**config.mk**
```make
export PLATFORM = sky130hd
export DESIGN_NAME = deserializador
export DESIGN_NICKNAME = d
export VERILOG_FILES = /design/src/rtl/deserializador.sv
export SDC_FILE = /design/constraint.sdc
export NUM_CORES = 1
export LEC_CHECK = 0
export CELL_PAD_IN_SITES_DETAIL_PLACEMENT = 0
export CELL_PAD_IN_SITES_GLOBAL_PLACEMENT = 1
export CORE_UTILIZATION = 25
export DETAILED_ROUTE_END_ITERATION = 10
export PLACE_DENSITY = 0.65
export SETUP_SLACK_MARGIN = 0.05
export SYNTH_ARGS = -nofsm -noshare
export SYNTH_HDL_FRONTEND = slang
export SYNTH_SLANG_ARGS = --single-unit
```
**constraint.sdc**
```tcl
create_clock -name clock -period 1.8 [get_ports clock]
set_clock_uncertainty 0.15 [all_clocks]
set_input_delay 0.27 -clock clock [delete_from_list [all_inputs] [get_ports clock]]
set_output_delay 0.27 -clock clock [all_outputs]
set_load 0.02 [all_outputs]
```
**src/rtl/deserializador.sv**
```systemverilog
// Serial-to-parallel front end for the byte queue.
// Assembles MSB-first bytes and pushes them with a one-cycle enqueue pulse.
module deserializador #(
  parameter int QUEUE_DEPTH = 8
) (
  input  logic       clock,
  input  logic       reset,
  input  logic       data_in,
  input  logic       write_in,
  input  logic [7:0] len_in,
  output logic [7:0] data_out,
  output logic       enqueue_out,
  output logic       status_out
);

  localparam logic [1:0] S_RECEIVE = 2'd0;
  localparam logic [1:0] S_WAIT    = 2'd1;
  localparam logic [1:0] S_PUSH    = 2'd2;

  localparam logic [8:0] LP_DEPTH = 9'(QUEUE_DEPTH);

  logic [1:0] r_state;
  logic [7:0] r_sh;
  logic [2:0] r_cnt;
  logic [7:0] r_data;

  logic w_room;
  logic w_take;

  // Occupancy above the depth also reads as full.
  assign w_room = ({1'b0, len_in} < LP_DEPTH);
  assign w_take = (r_state == S_RECEIVE) && write_in;

  always_ff @(posedge clock) begin
    if (reset) begin
      r_state <= S_RECEIVE;
      r_sh    <= 8'h00;
      r_cnt   <= 3'd0;
      r_data  <= 8'h00;
    end else begin
      unique case (r_state)
        S_RECEIVE: begin
          if (w_take) begin
            r_sh  <= {r_sh[6:0], data_in};
            r_cnt <= r_cnt + 3'd1;
            if (r_cnt == 3'd7)
              r_state <= S_WAIT;
          end
        end
        S_WAIT: begin
          if (w_room) begin
            r_data  <= r_sh;
            r_state <= S_PUSH;
          end
        end
        S_PUSH: begin
          r_state <= S_RECEIVE;
        end
        default: begin
          r_state <= S_RECEIVE;
        end
      endcase
    end
  end

  assign data_out    = r_data;
  assign enqueue_out = (r_state == S_PUSH);
  assign status_out  = (r_state == S_RECEIVE);

endmodule

```
# Yosys cells after proc, flatten, opt, wreduce, memory -nomap -nowiden
# Index checks and enable logic that the tools add are counted.
dict set report totals {
  ff_bits 21
  input_bits 12
  out_inout_bits 10
  wordCells 21
}
dict set report classes {
  add_sub_neg 1
  n_lt_le_gt_ge 1
  n_eq_ne 6
  mux 4
  n_reduce_logical 5
}
# operator n
set op_table {}
lappend op_table {{< comparator 8 x 4 -> 1 bit (second input constant)} 1}
lappend op_table {{2-to-1 mux 2 bit} 3}
lappend op_table {{!= test 2 x 1 -> 1 bit (second input constant)} 2}
lappend op_table {{case mux 2 bit (2 select lines)} 1}
lappend op_table {{AND reduction 2 bit} 2}
lappend op_table {{adder 3 x 1 -> 3 bit (second input constant)} 1}
lappend op_table {{equality test 3 bit (second input constant)} 1}
lappend op_table {{AND reduction 3 bit} 1}
lappend op_table {{equality test 2 x 1 -> 1 bit (second input constant)} 1}
lappend op_table {{equality test 2 bit (second input constant)} 1}
lappend op_table {{logical NOT 2 bit} 1}
lappend op_table {{!= test 2 bit (second input constant)} 1}
lappend op_table {{logical AND 1 bit} 1}

# Depth between registers and ports, before layout
# Gate-level depths: netlist (run 1).
dict set report logic_depth {
  word_depth 4
  depth_mapped 4
}

# Least setup slack after synthesis (run 1)
# OpenSTA, ideal clock, no wires.
dict set report synth_path {
  kind {register to register}
  from {reg r_state[1]}
  to {reg r_data[0] (netlist: data_out[0])}
  t_arrival_ns 1.155
  setup_slack_ns 0.363
  path_stages_with_launch 5
  path_cell_list {dfxtp_1 or4b_1 buf_6 o21ai_2 a21oi_1}
}
dict set report synth_via {
  elab_chain_len 2
}
# element line_no
set synth_lines {}
lappend synth_lines {{from (decl)} 22} ;# logic [1:0] r_state;
lappend synth_lines {{from (signal assigned)} 36} ;# r_state <= S_RECEIVE;
lappend synth_lines {{from (signal assigned)} 47} ;# r_state <= S_WAIT;
lappend synth_lines {{from (signal assigned)} 53} ;# r_state <= S_PUSH;
lappend synth_lines {{equality test 2 x 1 -> 1 bit} 41} ;# unique case (r_state)
lappend synth_lines {{AND reduction 2 bit (no source line)} -}
lappend synth_lines {{to (signal assigned)} 52} ;# r_data <= r_sh;
lappend synth_lines {{to (decl)} 25} ;# logic [7:0] r_data;
# Every way passes these cells.
# A chain may end at the register's enable or synchronous reset.

# Worst setup path in the final report (run 1)
dict set report layout_path {
  from {reg r_data[3] (netlist: data_out[3])}
  to {out data_out[3]}
}
# element line_no
set layout_lines {}
lappend layout_lines {{to (decl)} 11} ;# output logic [7:0] data_out,
# No word-level cell between the ends.

==> metrics.txt, run 1 <==
largest net degree at the start of global routing=22; reg-to-reg endpoint=data_out[0]$_SDFFE_PP0P_; Clock Path Buffers=2; Pleak=0.0004725 uW; Reg clk slew, reported paths=approximately 110 ps; Via Count=a little under 700; drt first-iter violations=18; Ys Warns=0; TNS Setup=0 ps; drt total wl=1626 um; post-placement cell count=between 150 and 200; RePlAce Congestion=approximately 0.75; wire length of the first global-routing pass=roughly 2600 um; area added between synthesis and finish=36.95%; CTS tree=built; CTS buffer count=3; Slowest cell on crit path=clkdlybuf4s50_1; clock sink total=21; status=completed; ratio of final minimum period to clock period=93.29%; Worst path max stage delay=610 ps; Worst Hold Path EP=data_out[6]$_SDFFE_PP0P_; WP data required=1380 ps; hold_sp=data_out[6]$_SDFFE_PP0P_; MaxCap Viol Count=0; Hold Path Depth=2; critical path cell sequence=clkdlybuf4s50_1; Ports=22; Relative slew margins=between 80 and 90%; die area=between 3000 and 4000 um^2; syn_area_per_cell=a little over 10 um^2; Overflow after GRT=0; Setup WS pre-CTS=-60.78 ps; vias in the first global route=about 610; Routed Antenna Nets=0; crit path kind=register to output pin; clk_lat worst skew=290 ps; crit path DAT=1260 ps; vias per cell=4.238; Slew @ Worst Pin=274.1 ps; starting density of the core=between 20% and 30%; delay-heaviest family, CP=buffers and inverters; FMAX=595.5 MHz; post-layout worst setup margin=120.7 ps; H-tree levels=1; WP buf/inv=1; R2R depth=4; Finished Layout Cells=160; Reg2Reg Launch Point=r_state[1]$_SDFFE_PP0P_; synthesized cell area=between 800 and 900 um^2; synth cell count leaders=dfxtp_1 (21), nor2_1 (13), mux2i_1 (10); Synth Instances=87; # port buffers=18; layout cells sized above 1=about 22%; # nets final=129; PwrDens=between 600 and 700 nW/um^2; post-synthesis register bit count=21; Routed WL per cell=~10 um; count leader, synth=dfxtp_1; Ant. Diodes=0; maximum fanout along the worst path=2; Seq/Total Area, Yosys=47.93%; final hold vios=0; Post-synth EDFFs=0; DPL Wire Length=around 1200 um; Async SR Flop Fraction=0%; initial antenna violation count=0; Yosys cell types=20; Die Y=roughly 61 um; num rows=21; CP Capture Type=output pin; Synth Net Count=between 100 and 150; first-pass detailed-route iteration total=4; count of final setup violators=0; Area contributors post-synth=dfxtp_1 (48%), mux2i_1 (11%), o21ai_2 (8.0%); CP Launch Type=register; CORE AREA=3337 um^2; maximum vdd drop=between 150 and 200 uV; GRT Total Usage=under 10%; Slew Limit Fails=0; RSZ-0062 raised after global routing=false; internal reg-to-reg setup slack=290 ps; fin crit period=approximately 1700 ps; hold_buf cts=0; clk root buf=clkbuf_4; HP Class=register to register; die width=just over 60 um; ys flop type=dfxtp_1; Synth top area share=approximately 48%; cell taking the most area after synthesis=dfxtp_1; residual DRC count=0
==> layout by cell type, fill, tap and decap left out, types with 2 or more instances in the layout <==
cell | Yosys | final
o21ai_2 | 8 | 8
ha_1 | 2 | 2
dlygate4sd2_1 | 0 | 2
clkdlybuf4s50_1 | 0 | 15
nor3_2 | 2 | 2
dfxtp_1 | 21 | 21
clkbuf_4 | 0 | 3
mux2i_1 | 10 | 10
nand4_1 | 8 | 8
nor2_1 | 13 | 13
buf_4 | 1 | 10
a21oi_1 | 9 | 9
==> repair_timing <==
| action | CTS | global route |
|---|---|---|
| resized for setup | 2 | 1 |
| setup buffers | 0 | 0 |
| endpoints found under the setup margin | 2 | 1 |
| cloned | 0 | 0 |
==> cell families (layout without fill, tap and decap cells) <==
group	count (synthesis)	in the layout	synth area share [%]
flip-flops	21	21	47.93
buffers and inverters	6	33	3.994
AO/OA/AOI/OAI	18	18	13.98
AND/OR/NAND/NOR	29	29	18.83
XOR/XNOR	1	1	0.9988
adder cells (fa/ha/maj)	2	2	2.853
multiplexers	10	10	11.41
==> flip-flops by register name, summed over array words and instances (netlist names) <==
signal    cells
r_sh          8
data_out      8
r_cnt         3
r_state       2
==> final cells by class <==
type | count | area [um^2]
well taps | 46 | 57.56
multi-input cells | 60 | 421.7
fillers | 340 | 2136
clock buffers | 4 | 26.28
repair buffers | 29 | 275.3
flip-flops and latches | 21 | 420.4
==> power breakdown <==
| part | switching (uW) | internal [uW] |
|---|---|---|
| clock | 129 | 86.1 |
| combinational | 35.1 | 45.6 |
| sequential | 4.98 | 472 |
| total | 169 | 604 |
==> per-stage QoR <==
step / cell area (um^2) / hold slack (ps) / utilization, % / total power (uW)
5_1_grt: 1201 / 341.1 / 36.00 / 807.0
2_1_floorplan: 877.1 / 189.7 / - / 524.4
3_3_place_gp: 1175 / 296.2 / 35.21 / 567.0
4_1_cts: 1199 / 316.0 / 35.92 / 782.4
3_5_place_dp: 1175 / 302.5 / 35.21 / 569.6
6_report: 1201 / 310.2 / 36.00 / 772.7
==> layer usage <==
layer | routed length [um] | up-vias | global-route usage (%)
met5 | 0 | - | 0
met4 | 21 | 0 | 3.896
met3 | 46 | 2 | 1.891
met2 | 725 | 14 | 14.13
met1 | 832 | 296 | 13.32
li1 | - | 366 | -
==> worst max path at each step <==
stage | depth (start not counted) | slack (ps) | start | end
CTS | 1 | 90 | data_out[0]$_SDFFE_PP0P_ | data_out[0]
detailed placement | 5 | -60 | len_in[4] | data_out[0]$_SDFFE_PP0P_
global placement | 5 | -50 | len_in[4] | data_out[6]$_SDFFE_PP0P_
finish | 1 | 120 | data_out[3]$_SDFFE_PP0P_ | data_out[3]
global route | 1 | 70 | data_out[4]$_SDFFE_PP0P_ | data_out[4]
floorplan | 4 | 360 | r_state[1]$_SDFFE_PP0P_ | data_out[0]$_SDFFE_PP0P_
No activity file was read; power rests on OpenSTA's default activity.
==> run 2: changes to the inputs <==
--- a/config.mk
+++ b/config.mk
@@ -9,7 +9,8 @@
 export CELL_PAD_IN_SITES_GLOBAL_PLACEMENT = 1
 export CORE_UTILIZATION = 25
 export DETAILED_ROUTE_END_ITERATION = 10
-export PLACE_DENSITY = 0.65
+export DONT_BUFFER_PORTS = 1
+export PLACE_DENSITY = 0.55
 export SETUP_SLACK_MARGIN = 0.05
 export SYNTH_ARGS = -nofsm -noshare
 export SYNTH_HDL_FRONTEND = slang
==> metrics.txt, run 2 (synthesis results as in run 1) <==
status=completed; Slew @ Worst Pin=789.6 ps (+515.5 ps); number of setup buffers added after CTS=0 (unchanged); first-pass detailed-route iteration total=5 (+1); layout cells sized above 1=18.18% (-3.7 points); clk root buf=clkbuf_4; FILL cells=368 (+8.2%); RSZ-0062 raised after global routing=false; starting density of the core=26.28% (unchanged); Ant. Diodes=0 (unchanged); maximum vdd drop=188.7 uV (+24%); Via Count=631 (-6.9%); MaxCap Viol Count=0 (unchanged); HP Class=input pin to register; WP data required=1810 ps (+430 ps); internal reg-to-reg setup slack=270 ps (-20 ps); fin crit period=1533 ps (-146.2 ps); # nets final=103 (-20%); Overflow after GRT=0 (unchanged); wire length of the first global-routing pass=2725 um (+4.5%); H-tree levels=1 (unchanged); num rows=21 (unchanged); FMAX=652.3 MHz (+9.5%); most common cell after layout, fill and taps aside=dfxtp_1; Slew Limit Fails=0 (unchanged); Reg clk slew, reported paths=110 ps (about the same); RePlAce Congestion=0.6612 (-12%); CP Capture Type=register; CTS buffer count=3 (unchanged); crit path DAT=1540 ps (+280 ps); final hold vios=0 (unchanged); Pleak=0.0003428 uW (-27%); maximum fanout along the worst path=9 (+7); TNS Setup=0 ps (unchanged); Clock Path Buffers=2 (unchanged); Power, Total=748.3 uW (-3.2%); # port buffers=0 (-18); Ports=22 (unchanged); area added between synthesis and finish=9.130%; DPL Wire Length=1136 um (-7.0%); count of final setup violators=0 (unchanged); drt first-iter violations=27 (+9); die width=61.23 um (unchanged); residual DRC count=0 (unchanged); largest net degree at the start of global routing=22 (unchanged); CP Launch Type=register; drt total wl=1627 um (about the same); Die Y=61.23 um (unchanged); PwrDens=781.8 nW/um^2 (+22%); Routed Antenna Nets=0 (unchanged); GRT Total Usage=9.864% (+0.39 points); die area=3749 um^2 (unchanged); Routed WL per cell=12.14 um (+19%); clk_lat worst skew=300 ps (about the same); clock sink total=21 (unchanged); initial antenna violation count=0 (unchanged); ratio of final minimum period to clock period=85.17% (-8.1 points); most frequent cells in the layout=dfxtp_1 (21), nor2_1 (13), mux2i_1 (10); vias in the first global route=628 (+3.1%); Relative slew margins=47.18% (-35 points); CTS tree=built; CORE AREA=3337 um^2 (unchanged); vias per cell=4.709 (+11%); crit path kind=register to register
==> run 2: worst paths after layout <==
check,startpoint,end,cells after the start
max,r_state[1]$_SDFFE_PP0P_,data_out[7]$_SDFFE_PP0P_,3
min,len_in[3],r_state[0]$_SDFFE_PP0P_,2
max reg2reg,r_state[1]$_SDFFE_PP0P_,data_out[7]$_SDFFE_PP0P_,3
min reg2reg,r_sh[7]$_SDFFE_PP0P_,data_out[7]$_SDFFE_PP0P_,2
==> run 2: layout make-up <==
| class | instances | area [um^2] | share of cell area, % |
|---|---|---|---|
| repair buffers | 3 | 27.53 | 2.876 |
| well taps | 46 | 57.56 | 6.013 |
| flip-flops and latches | 21 | 420.4 | 43.92 |
| clock buffers | 4 | 26.28 | 2.745 |
| multi-input cells | 60 | 425.4 | 44.44 |
==> run 2: metrics by stage <==
| step | instance area (um^2) | worst slack, ps | std cells | hold slack (ps) | util, % |
|---|---|---|---|---|---|
| 5_1_grt | 957.2 | 200.3 | 134 | 22.39 | 28.68 |
| 4_1_cts | 953.4 | 60.75 | 134 | 9.592 | 28.57 |
| 3_3_place_gp | 907.1 | 141.9 | 128 | 191.5 | 27.18 |
| 6_report | 957.2 | 266.9 | 134 | 15.93 | 28.68 |
| 2_1_floorplan | 877.1 | 363.0 | 87 | 189.7 | - |
| 3_5_place_dp | 907.1 | 114.1 | 128 | 193.6 | 27.18 |
==> run 2: power by group <==
group / leakage (uW) / switching (uW) / internal, uW
logic: 0.000158 / 28.5 / 19.0
registers: 0.000170 / 5.22 / 472
clock network: 0.0000150 / 137 / 86.3
==> run 2: worst max-delay path, cell delays in order, from the launching register on <==
cell     delay (ps)
dfxtp_1         370
or4b_4          650
o21ai_2         150
a21oi_1          70
==> run 2: routing by layer <==
| layer | track usage (%) | wire (um) | vias up |
|---|---|---|---|
| li1 | - | - | 314 |
| met1 | 12.13 | 728 | 300 |
| met2 | 16.93 | 830 | 15 |
| met3 | 1.261 | 41 | 2 |
| met4 | 4.870 | 27 | 0 |
| met5 | 0 | 0 | - |
==> run 2: repair_timing <==
item,4_1_cts,5_1_grt
gates resized for setup,0,1
hold buffers,2,0
hold endpoints to repair,21,0
setup endpoints to repair,0,8
==> run 3: changes to the inputs <==
--- a/config.mk
+++ b/config.mk
@@ -5,12 +5,14 @@
 export SDC_FILE = /design/constraint.sdc
 export NUM_CORES = 1
 export LEC_CHECK = 0
+export ABC_CLOCK_PERIOD_IN_PS = 1800
 export CELL_PAD_IN_SITES_DETAIL_PLACEMENT = 0
 export CELL_PAD_IN_SITES_GLOBAL_PLACEMENT = 1
 export CORE_UTILIZATION = 25
 export DETAILED_ROUTE_END_ITERATION = 10
 export DONT_BUFFER_PORTS = 1
 export PLACE_DENSITY = 0.55
+export REMOVE_ABC_BUFFERS = 1
 export SETUP_SLACK_MARGIN = 0.05
 export SYNTH_ARGS = -nofsm -noshare
 export SYNTH_HDL_FRONTEND = slang
==> constraint.sdc (replaced) <==
create_clock -name clock -period 1.8 [get_ports clock]
set_clock_uncertainty 0.15 [all_clocks]
set_input_delay 0.27 -clock clock [delete_from_list [all_inputs] [get_ports clock]]
set_output_delay 0.27 -clock clock [all_outputs]
set_load 0.01 [all_outputs]
==> metrics.txt, run 3 (synthesis results as in run 1) <==
crit path kind=register to register; RSZ-0062 raised after global routing=false; Ports=22 (unchanged); ratio of final minimum period to clock period=84.98% (-0.19 points); Area after DPL=914.6 um^2 (+0.83%); HP Class=input pin to register; num rows=21 (unchanged); reg-to-reg endpoint=data_out[7]$_SDFFE_PP0P_; Ant. Diodes=0 (unchanged); CP Capture Type=register; initial antenna violation count=0 (unchanged); area added between synthesis and finish=9.986%; clk root buf=clkbuf_4; first-pass detailed-route iteration total=4 (-1); combinational fraction of design power=6.5% (about the same); crit path DAT=1540 ps (about the same); WP data required=1810 ps (about the same); CTS tree=built; layout cells sized above 1=19.10% (+0.92 points); clock network fraction of design power=29.8% (about the same); Pleak=0.0003471 uW (+1.3%); Relative slew margins=50.07% (+2.9 points); switching share of power=22.81% (about the same); Clock Path Buffers=2 (unchanged); most frequent cells in the layout=dfxtp_1 (21), nor2_1 (13), mux2i_1 (10); Routed WL per cell=11.98 um (-1.4%); count of final setup violators=0 (unchanged); maximum vdd drop=182.8 uV (-3.1%); GRT Total Usage=9.449% (-0.42 points); CORE AREA=3337 um^2 (unchanged); Net Sw Power=171.0 uW (+0.16%); sequential share of power=63.7% (about the same); wire length of the first global-routing pass=2539 um (-6.8%); FILL cells=377 (+2.4%); largest net degree at the start of global routing=22 (unchanged); Worst Hold Path EP=r_state[0]$_SDFFE_PP0P_; CTS buffer count=3 (unchanged); MaxCap Viol Count=0 (unchanged); Slew @ Worst Pin=746.5 ps (-43.15 ps); Reg clk slew, reported paths=110 ps (about the same); R2R depth=3 (unchanged); TNS Setup=0 ps (unchanged); # nets final=104 (+0.97%); CP Launch Type=register; most common cell after layout, fill and taps aside=dfxtp_1; Via Count=622 (-1.4%); clk_lat worst skew=290 ps (about the same); status=completed; Reg2Reg Launch Point=r_state[1]$_SDFFE_PP0P_; Hold Path Depth=2 (unchanged); PwrDens=777.1 nW/um^2 (-0.60%); internal power=578.6 uW (+0.19%); # port buffers=0 (unchanged); maximum fanout along the worst path=9 (unchanged); Routed Antenna Nets=0 (unchanged); vias in the first global route=554 (-12%); drt total wl=1617 um (-0.61%); die area=3749 um^2 (unchanged); H-tree levels=1 (unchanged); clock sink total=21 (unchanged); residual DRC count=0 (unchanged); vias per cell=4.607 (-2.2%); RePlAce Congestion=0.6469 (-2.2%); fin crit period=1530 ps (-3.504 ps); Slew Limit Fails=0 (unchanged); FMAX=653.8 MHz (+0.23%); drt first-iter violations=12 (-56%); die width=61.23 um (unchanged); hold_sp=len_in[3]; Die Y=61.23 um (unchanged); internal reg-to-reg setup slack=270 ps (about the same); DPL Wire Length=1156 um (+1.8%); starting density of the core=26.28% (unchanged); final hold vios=0 (unchanged); Overflow after GRT=0 (unchanged); design area=964.7 um^2 (+0.78%)
## run 3: repair_timing
item                                   in CTS  in global routing
gates resized for setup                     0                  1
setup endpoints to repair                   0                  7
endpoints found under the hold margin      21                  0
hold buffers                                2                  0
buffers inserted                            0                  0
## run 3: worst max-delay path by stage
stage / cells past startpoint / slack (ps) / startpoint / to
floorplan: 3 / 180 / r_state[0]$_SDFFE_PP0P_ / r_cnt[1]$_SDFFE_PP0P_
global placement: 3 / 140 / r_state[1]$_SDFFE_PP0P_ / data_out[1]$_SDFFE_PP0P_
detailed placement: 3 / 140 / r_state[1]$_SDFFE_PP0P_ / data_out[0]$_SDFFE_PP0P_
CTS: 3 / 80 / r_state[1]$_SDFFE_PP0P_ / data_out[0]$_SDFFE_PP0P_
global route: 3 / 220 / r_state[1]$_SDFFE_PP0P_ / data_out[5]$_SDFFE_PP0P_
finish: 3 / 270 / r_state[1]$_SDFFE_PP0P_ / data_out[7]$_SDFFE_PP0P_
## run 3: power by group through the flow
| stage | registers [uW] | logic, uW | clock network (uW) |
|---|---|---|---|
| finish | 478 | 48.7 | 223 |
| global route | 479 | 54.4 | 256 |
| CTS | 478 | 50.1 | 239 |
| detailed placement | 488 | 39.5 | 0 |
| global placement | 488 | 37.7 | 0 |
| floorplan | 487 | 30.7 | 0 |
## run 3: area by class of cell
cell class	instances	area (um^2)	area share, %
Multi-Input combinational cell	60	425.4	44.10
Sequential cell	21	420.4	43.58
Tap cell	46	57.56	5.966
Timing Repair Buffer	4	35.03	3.632
Clock buffer	4	26.28	2.724
## run 3: critical path, cell delays in order (launching register included)
cell and delay, ps:
dfxtp_1 370, or4b_4 660, o21ai_2 150, a21oi_1 70
## run 3: layer usage
layer  part of all wire (%)  vias to the layer above  GRT usage (%)
met2                     45                       11          14.13
met3                    5.8                        2          3.571
met5                      0                        -              0
met1                     48                      292          11.42
li1                       -                      317              -
met4                    1.2                        0          5.844
## run 3: through the flow
step | util [%] | std cells | setup WS (ps) | hold WS (ps) | total power (uW)
floorplan | - | 81 | 175.1 | 189.1 | 517.3
global placement | 27.41 | 129 | 143.3 | 194.6 | 525.4
detailed placement | 27.41 | 129 | 138.3 | 195.1 | 527.4
CTS | 28.80 | 135 | 80.11 | 22.38 | 766.7
global route | 28.91 | 135 | 224.9 | 42.13 | 788.9
finish | 28.91 | 135 | 270.4 | 36.59 | 749.6
==> edit, RTL diff (flow settings as in run 2) <==
Add an input register stage for `data_in`, `write_in` and `len_in`; this delays them by one clock.
--- a/src/rtl/deserializador.sv
+++ b/src/rtl/deserializador.sv
@@ -19,6 +19,16 @@
 
   localparam logic [8:0] LP_DEPTH = 9'(QUEUE_DEPTH);
 
+  logic data_q;
+  logic write_q;
+  logic [7:0] len_q;
+
+  always_ff @(posedge clock) begin
+    data_q  <= data_in;
+    write_q <= write_in;
+    len_q   <= len_in;
+  end
+
   logic [1:0] r_state;
   logic [7:0] r_sh;
   logic [2:0] r_cnt;
@@ -28,8 +38,8 @@
   logic w_take;
 
   // Occupancy above the depth also reads as full.
-  assign w_room = ({1'b0, len_in} < LP_DEPTH);
-  assign w_take = (r_state == S_RECEIVE) && write_in;
+  assign w_room = ({1'b0, len_q} < LP_DEPTH);
+  assign w_take = (r_state == S_RECEIVE) && write_q;
 
   always_ff @(posedge clock) begin
     if (reset) begin
@@ -41,7 +51,7 @@
       unique case (r_state)
         S_RECEIVE: begin
           if (w_take) begin
-            r_sh  <= {r_sh[6:0], data_in};
+            r_sh  <= {r_sh[6:0], data_q};
             r_cnt <= r_cnt + 3'd1;
             if (r_cnt == 3'd7)
               r_state <= S_WAIT;
Check against the original RTL: not equivalent (Yosys sat finds a counterexample within 10 cycles, from zero or initial values and one cycle with reset high).
==> edit against run 2 <==
  * Design area rose by 25%
  * Non-clock buffer count rose by 7
  * Count of clock-buffer cells in the layout did not move
  * Power rose by 44%
  * Synthesized area rose by 16%
  * Routed wire length fell by 4.1%
  * Sequential cell count rose by 7
  * Hold slack improved by 0.0059 ns
  * Clock power rose by 70%
  * Worst setup slack got worse by 0.12 ns
  * Via count fell by 2.4%
  * Critical path type unchanged
==> edit: results (changes against run 2) <==
| Quantity | Value | Unit | Change |
|:---|:---|:---|:---|
| Run status | completed | - | unchanged |
| Most instantiated cells after synthesis | sky130_fd_sc_hd__dfxtp_1, sky130_fd_sc_hd__mux2i_1, sky130_fd_sc_hd__nand2b_1 | - | was sky130_fd_sc_hd__dfxtp_1, sky130_fd_sc_hd__nor2_1, sky130_fd_sc_hd__mux2i_1 |
| Hold_sp | reset | - | was len_in[3] |
| Standby leakage power | 0.458 | nW | was 0.343 nW |
| Number of fill cells in the layout | 383 | - | was 368 |
| Endpoint of the lowest-slack register-to-register path | data_out[4] | - | was data_out[7] |
| Share of layout cells above drive strength 1 | 0.0900 | - | was 0.182 |
| Global-route usage over all layers | 0.0865 | - | was 0.0986 |
| Clock latency reported for the late side of the worst-skew pair | 0.27 | ns | was 0.30 ns |
| Number of nets produced by synthesis | 105 | - | was 101 |
| GP Congestion | 0.611 | - | was 0.661 |
| Synth cell types | 17 | - | was 20 |
| Sequential Area | 561 | µm² | was 420 µm² |
| Startpoint of the most critical register-to-register path | len_q[7] | - | was r_state[1] |
| Setup slack on the worst flop-to-flop path | 0.15 | ns | was 0.27 ns |
| Clock-pin slew reported for the worst setup and hold paths after clock tree synthesis | 0.09 | ns | was 0.11 ns |
| First-pass GRT wire length | 2750 | µm | was 2730 µm |
| Clock root buffer | sky130_fd_sc_hd__clkbuf_8 | - | was sky130_fd_sc_hd__clkbuf_4 |
| Depth of the most critical reg-to-reg path | 4 | - | was 3 |
| Iteration-0 DRC Markers | 5 | - | was 27 |
| Cell depth of the worst hold path | 2 | - | unchanged |
| Hold endpoint | data_out[6] | - | was r_state[0] |
| Largest net degree at the start of global routing | 19 | - | was 22 |
| FFs w/ async S/R, synth | 0 | - | unchanged |
| Post-DP Area | 0.00106 | mm² | was 907 µm² |
| Seq/Total Area, Yosys | 0.552 | - | was 0.479 |
| Worst hold slack | 0.0219 | ns | was 0.0159 ns |
| Most area-consuming cells after synthesis | sky130_fd_sc_hd__dfxtp_1, sky130_fd_sc_hd__mux2i_1, sky130_fd_sc_hd__nand2b_1 | - | was sky130_fd_sc_hd__dfxtp_1, sky130_fd_sc_hd__mux2i_1, sky130_fd_sc_hd__o21ai_2 |
| Max transition margin | 0.701 | - | was 0.472 |
| Number of global-route vias before repair | 640 | - | was 628 |
| Detailed-routing iteration count for the pre-antenna-repair pass | 3 | - | was 5 |
| Worst-case vdd ir drop | 294 | µV | was 189 µV |
| Total routed wirelength | 1560 | µm | was 1630 µm |
| Worst EP arrival | 1.70 | ns | was 1.54 ns |
| Layout net count | 115 | - | was 103 |
| Vias per inst | 4.16 | - | was 4.71 |
## edit: changes by cell type after synthesis, moves of 2 or more
cell | run 2 | this run
sky130_fd_sc_hd__a21oi_1 | 9 | 1
sky130_fd_sc_hd__dfxtp_1 | 21 | 28
sky130_fd_sc_hd__nand2b_1 | 0 | 16
sky130_fd_sc_hd__o21ai_2 | 8 | 0
sky130_fd_sc_hd__nand4_1 | 8 | 0
sky130_fd_sc_hd__mux2i_1 | 10 | 18
sky130_fd_sc_hd__nor3_2 | 2 | 0
## edit: through the flow
step	setup slack, ns	cells	total power, mW
2_1_floorplan	0.254	91	0.694
3_3_place_gp	0.170	136	0.691
3_5_place_dp	0.144	136	0.693
4_1_cts	0.131	148	1.10
5_1_grt	0.0705	148	1.13
6_report	0.150	148	1.07
## edit: cells by family after synthesis
kind of cell,share of synthesized area
simple gates,0.197
mux,0.178
compound gates,0.00985
fa+ha+maj,0.0247
flops,0.552
xor+xnor,0.00863
buf+inv,0.0296
## edit: how the worst max path moves through the flow
stage | startpoint | to | slack (ns)
finish | len_q[7] | data_out[4] | 0.15
global route | len_q[7] | data_out[4] | 0.07
CTS | len_q[7] | data_out[1] | 0.13
detailed placement | len_q[7] | data_out[1] | 0.14
global placement | len_q[7] | data_out[0] | 0.17
floorplan | len_q[7] | data_out[0] | 0.25
## edit: timing repair
action | in CTS | in global routing
hold endpoints to repair | 19 | 0
hold buffers | 8 | 0
gates resized for setup | 0 | 0
## edit: critical path, stage by stage, from the launching register on
cell	delay, ns
sky130_fd_sc_hd__dfxtp_1	0.31
sky130_fd_sc_hd__or4_4	0.53
sky130_fd_sc_hd__nor3b_2	0.18
sky130_fd_sc_hd__buf_4	0.22
sky130_fd_sc_hd__mux2i_1	0.20
## edit: layer usage
layer,GRT usage,up-vias,share of wire
met5,0,-,0
met4,0.0489,0,0.011
met3,0.0243,2,0.037
met2,0.152,9,0.50
met1,0.0915,289,0.45
li1,-,316,-
## edit: area by class of cell
type	instances	area share
Clock buffer	4	0.0459
Multi-Input combinational cell	58	0.358
Tap cell	48	0.0501
Timing Repair Buffer	10	0.0792
Sequential cell	28	0.467
## edit: power by group
part | internal [mW] | switching, mW | total (mW)
clock | 0.195 | 0.184 | 0.379
sequential | 0.635 | 0.00735 | 0.643
combinational | 0.0331 | 0.0194 | 0.0524
